`src/rtl/seq_chunk_adder.sv`:
```
// Multi-cycle adder/subtractor: sums CHUNK bits per clock through a registered carry.
// Optional macro SEQ_CHUNK_ADDER_CARRY_VEC_EN adds the per-bit carry output carry_vec.
module seq_chunk_adder #(
    parameter int WIDTH = 32,
    parameter int CHUNK = 8
) (
    input  logic             clk,
    input  logic             rst_n,
    input  logic             start,
    output logic             ready,
    input  logic [WIDTH-1:0] a,
    input  logic [WIDTH-1:0] b,
    input  logic             cin,
    input  logic             sub,
    output logic             busy,
    output logic             done,
    output logic [WIDTH-1:0] sum,
    output logic             cout,
    output logic             overflow
`ifdef SEQ_CHUNK_ADDER_CARRY_VEC_EN
    ,
    output logic [WIDTH-1:0] carry_vec
`endif
);

    localparam int NCHUNK = WIDTH / CHUNK;
    localparam int IW     = (NCHUNK > 1) ? $clog2(NCHUNK) : 1;

    typedef enum logic [1:0] {
        ST_IDLE = 2'd0,
        ST_RUN  = 2'd1,
        ST_DONE = 2'd2
    } state_t;

    state_t           state_r;
    state_t           state_s;
    logic [IW-1:0]    idx_r;
    logic [WIDTH-1:0] a_r;
    logic [WIDTH-1:0] b_r;
    logic             carry_r;

    logic [CHUNK-1:0] a_chunk_s;
    logic [CHUNK-1:0] b_chunk_s;
    logic [CHUNK-1:0] psum_s;
    logic [CHUNK:0]   c_s;
    logic             last_s;
    logic             accept_s;

    assign accept_s  = (state_r == ST_IDLE) && start;
    assign last_s    = (idx_r == IW'(NCHUNK - 1));
    assign a_chunk_s = a_r[int'(idx_r) * CHUNK +: CHUNK];
    assign b_chunk_s = b_r[int'(idx_r) * CHUNK +: CHUNK];

    // Ripple one chunk combinationally, starting from the registered carry
    always_comb begin
        c_s    = '0;
        psum_s = '0;
        c_s[0] = carry_r;
        for (int j = 0; j < CHUNK; j++) begin
            psum_s[j]  = a_chunk_s[j] ^ b_chunk_s[j] ^ c_s[j];
            c_s[j + 1] = (a_chunk_s[j] & b_chunk_s[j]) | (c_s[j] & (a_chunk_s[j] ^ b_chunk_s[j]));
        end
    end

    // Next-state decode
    always_comb begin
        state_s = state_r;
        case (state_r)
            ST_IDLE: begin
                if (start) begin
                    state_s = ST_RUN;
                end else begin
                    state_s = ST_IDLE;
                end
            end
            ST_RUN: begin
                if (last_s) begin
                    state_s = ST_DONE;
                end else begin
                    state_s = ST_RUN;
                end
            end
            ST_DONE: state_s = ST_IDLE;
            default: state_s = ST_IDLE;
        endcase
    end

    // State register
    always_ff @(posedge clk or negedge rst_n) begin
        if (!rst_n) begin
            state_r <= ST_IDLE;
        end else begin
            state_r <= state_s;
        end
    end

    // Handshake outputs registered from the next state so they line up with it
    always_ff @(posedge clk or negedge rst_n) begin
        if (!rst_n) begin
            ready <= 1'b1;
            busy  <= 1'b0;
            done  <= 1'b0;
        end else begin
            ready <= (state_s == ST_IDLE);
            busy  <= (state_s != ST_IDLE);
            done  <= (state_s == ST_DONE);
        end
    end

    // Operand capture and chunk-by-chunk accumulation; B and carry are pre-inverted for subtract
    always_ff @(posedge clk or negedge rst_n) begin
        if (!rst_n) begin
            idx_r    <= '0;
            a_r      <= '0;
            b_r      <= '0;
            carry_r  <= 1'b0;
            sum      <= '0;
            cout     <= 1'b0;
            overflow <= 1'b0;
        end else if (accept_s) begin
            idx_r   <= '0;
            a_r     <= a;
            b_r     <= sub ? ~b : b;
            carry_r <= sub ? ~cin : cin;
        end else if (state_r == ST_RUN) begin
            sum[int'(idx_r) * CHUNK +: CHUNK] <= psum_s;
            carry_r <= c_s[CHUNK];
            if (last_s) begin
                idx_r    <= '0;
                cout     <= c_s[CHUNK];
                overflow <= (a_r[WIDTH-1] == b_r[WIDTH-1]) && (psum_s[CHUNK-1] != a_r[WIDTH-1]);
            end else begin
                idx_r <= idx_r + IW'(1);
            end
        end
    end

`ifdef SEQ_CHUNK_ADDER_CARRY_VEC_EN
    // Per-bit carries captured alongside the sum chunk
    always_ff @(posedge clk or negedge rst_n) begin
        if (!rst_n) begin
            carry_vec <= '0;
        end else if (state_r == ST_RUN) begin
            carry_vec[int'(idx_r) * CHUNK +: CHUNK] <= c_s[CHUNK:1];
        end
    end
`endif

endmodule

```
`config.mk`:
```
export PLATFORM = sky130hd
export DESIGN_NAME = seq_chunk_adder
export DESIGN_NICKNAME = d
export VERILOG_FILES = /design/src/rtl/seq_chunk_adder.sv
export SDC_FILE = /design/constraint.sdc
export NUM_CORES = 1
export LEC_CHECK = 0
export CAP_MARGIN = 15
export CORE_MARGIN = 2
export CORE_UTILIZATION = 40
export DETAILED_ROUTE_END_ITERATION = 6
export DONT_BUFFER_PORTS = 1
export PLACE_DENSITY = 0.64
export SLEW_MARGIN = 20
export SYNTH_ARGS = -nofsm -noshare
export SYNTH_HDL_FRONTEND = slang
export SYNTH_SLANG_ARGS = --single-unit
```
`constraint.sdc`:
```
create_clock -name clk -period 4.5 [get_ports clk]
set_clock_uncertainty 0.15 [all_clocks]
set_input_delay 0.675 -clock clk [delete_from_list [all_inputs] [get_ports clk]]
set_output_delay 0.675 -clock clk [all_outputs]
set_load 0.005 [all_outputs]
```
==> flow_metrics.env, run 1 <==
export IMPL_die_h_um=114.1
export IMPL_cp_top_family="adder cells"
export IMPL_yosys_top_cells_area="dfrtp_1 (54%), nand2_1 (11%), mux4_2 (7.4%)"
export IMPL_period_needed_ns=4.322
export IMPL_final_hold_viol_count=0
export IMPL_ys_types=35
export IMPL_ys_ff_latch=106
export IMPL_min_period_over_period_pct=96.05
export IMPL_synth_top_area_cell="dfrtp_1"
export IMPL_rsz0062_at_grt="no"
export IMPL_r2r_start="idx_r[0]"
export IMPL_drt_initial_drc_count=232
export IMPL_synth_seq_area_share_pct=54.69
export IMPL_place_congestion=0.8207
export IMPL_cts_htree_levels=3
export IMPL_setup_viol=0
export IMPL_coreArea_mm2=0.01191
export IMPL_slew_headroom_pct=51.26
export IMPL_worstMarginPinSlew_ns=0.7296
export IMPL_ys_top_cells_by_count="nand2_1 (136), dfrtp_1 (105), o21ai_0 (34)"
export IMPL_num_rows=40
export IMPL_synth_edf_count=0
export IMPL_rr_worst_depth=16
export IMPL_dpl_hpwl_um=7935
export IMPL_overflow=0
export IMPL_antenna_found_initial=0
export IMPL_routedWlPerCell_um=18.35
export IMPL_worstSetupStartpointType="register"
export IMPL_areaGrowthSynthToFinish_pct=9.618
export IMPL_synth_top_area_share_pct=54.15
export IMPL_dr_total_vias=3087
export IMPL_path_common_cell="fa_1"
export IMPL_worstPathRequired_ns=4.58
export IMPL_crit_path_max_fanout=5
export IMPL_worstSetupPathType="register to register"
export IMPL_end_kind="register"
export IMPL_antennaDiodeCount=0
export IMPL_clk_pin_slew_ns=0.07
export IMPL_root_buffer="clkbuf_16"
export IMPL_critPathMaxStageDelay_ns=0.51
export IMPL_cts_sinks=106
export IMPL_synth_xor_area_share_pct=5.957
export IMPL_synthFlopType="dfrtp_1"
export IMPL_r2r_slack_ns=0.18
export IMPL_synthArstFlopShare_pct=100.0
export IMPL_grt_pass1_vias=3228
export IMPL_fmax_mhz=231.4
export IMPL_start_util_pct=40.74
export IMPL_portBuffers=0
export IMPL_crit_chain="mux4_2, inv_1, fa_1, fa_1, fa_1, inv_1, fa_1, fa_1, fa_1, inv_1, fa_1, inv_1, fa_1, and3b_1, a21oi_1, a21oi_1"
export IMPL_power_total_uw=4332
export IMPL_regToRegEndpoint="overflow"
export IMPL_grt_use_total_pct=17.33
export IMPL_avgSynthCellArea_um2=11.15
export IMPL_die_x_um=114.1
export IMPL_fillers=1120
export IMPL_p_per_area_mw_per_mm2=814.5
export IMPL_synth_most_common_cell="nand2_1"
export IMPL_clk_path_buf_depth=2
export IMPL_min_delay_path_class="input pin to async pin"
export IMPL_cts_tree="built"
export IMPL_ys_warn_count=0
export IMPL_drc=0
export IMPL_finalSetupTns_ns=0
export IMPL_cp_arrival_ns=4.40
export IMPL_synth_top_family_by_area="simple AND/OR/NAND/NOR gates"
export IMPL_first_pass_iters=4
export IMPL_die_area_mm2=0.01303
export IMPL_critPathBufInv=4
export IMPL_layout_drive_gt1_share_pct=10.55
export IMPL_synth_cells=435
export IMPL_cp_slowest_cell="mux4_2"
export IMPL_numCtsBuffers=9
export IMPL_routed_wl_um=10700
export IMPL_synth_compound_gate_area_share_pct=9.876
export IMPL_avgViaCountPerCell=5.295
export IMPL_ant_nets=0
export IMPL_maxCapViolations=0
export IMPL_synth_fa_ha_area_share_pct=4.848
export IMPL_vdd_drop_max_v=0.0004224
export IMPL_syn_area_mm2=0.004852
export IMPL_yosys_mux_area_fraction_pct=7.659
export IMPL_layout_nets=517
export IMPL_leakage_uw=0.002437
export IMPL_maxSlewViolCount=0
export IMPL_pin_count=106
export IMPL_synth_fp_nets=518
export IMPL_grt_max_degree=106
export IMPL_status="finished clean"
export IMPL_clk_latency_ns=0.34
export IMPL_grt_pass1_wl_um=16990
export IMPL_synthSimpleGateAreaFrac_pct=13.74
-- layout by cell type (no fill, tap or decap), drive strengths merged, types with 2 or more instances in the layout --
master and count:
nor2b 2, buf 10, inv 15, dfrtp 105, ha 6, mux4 16, clkbuf 11, clkinvlp 2
xnor2 32, nand2 136, o21ai 34, and2 2, a22o 16, nor4b 2, nor2 2, o2bb2ai 16
a21oi 3, fa 8
-- through the flow --
stage	area, um2	hold WS [ns]	std cells	setup slack, ns	utilization [%]
floorplan	4853	0.2294	435	0.002211	-
global placement	5001	0.2316	567	0.09698	41.99
detailed placement	5001	0.2316	567	0.03465	41.99
CTS	5296	0.007685	581	0.03158	44.46
global route	5319	0.1542	583	0.01688	44.65
finish	5319	0.1096	583	0.1779	44.65
-- repair_timing --
action                     CTS  global route
hold buffers                 1             1
hold endpoints to repair   105             1
setup endpoints to repair    0             5
gates resized for setup      0             2
setup buffers                0             1
-- worst register-to-register path: cells and delay by family, from the launching register on --
family,cells,cell delay [ns]
compound gates,2,0.17
flops,1,0.43
buf+inv,4,0.28
simple gates,1,0.17
fa+ha+maj,8,2.49
mux,1,0.51
-- worst max-delay path by stage --
stage                         from  endpoint  slack [ns]  depth (start not counted)
after floorplan           idx_r[0]  overflow       0.002                         17
after CTS                 idx_r[0]  overflow        0.03                         16
after global placement    idx_r[0]  overflow         0.1                         16
after global routing      idx_r[0]   sum[31]        0.02                         15
after detailed placement  idx_r[0]  overflow        0.03                         16
final                     idx_r[0]  overflow        0.18                         16
-- metal layers --
layer  up-vias  wire [um]  track usage [%]
met5         -          0                0
met4         0        274            6.911
met3        20        655            5.823
met2        88       5160            27.54
met1      1520       4607            21.98
li1       1459          -                -
-- kinds of logic (layout without fill, tap and decap cells) --
group	after synthesis	after routing
AO/OA/AOI/OAI	71	71
buffers and inverters	38	39
flip-flops	106	106
AND/OR/NAND/NOR	156	156
XOR/XNOR	33	33
multiplexers	17	17
adder cells (fa/ha/maj)	14	14
-- sequential cells by signal, indices dropped and copies added (netlist names) --
name / cells
sum: 32
state_r: 2
carry_r: 1
ready: 1
idx_r: 2
done: 1
b_r: 32
cout: 1
busy: 1
a_r: 32
overflow: 1
-- final cells by class --
cell class | count | area (um2) | area share, %
Sequential cell | 106 | 2655 | 49.92
Multi-Input combinational cell | 291 | 2047 | 38.49
Clock buffer | 11 | 252.7 | 4.752
Tap cell | 147 | 183.9 | 3.458
Timing Repair Buffer | 11 | 108.9 | 2.047
Inverter | 15 | 56.30 | 1.059
Clock inverter | 2 | 15.01 | 0.2823
-- power breakdown --
group,internal [uW],switching [uW],total [uW]
clock,396,326,722
combinational,836,1130,1960
sequential,1370,280,1650
total,2600,1730,4330
No activity file was read; power rests on OpenSTA's default activity.
==> inputs of run 2 (changes only) <==
--- a/config.mk
+++ b/config.mk
@@ -15,3 +15,4 @@
 export SYNTH_ARGS = -nofsm -noshare
 export SYNTH_HDL_FRONTEND = slang
 export SYNTH_SLANG_ARGS = --single-unit
+export TNS_END_PERCENT = 10
==> results of run 2 <==
Final layout, timing and power as in run 1 (identical DEF).
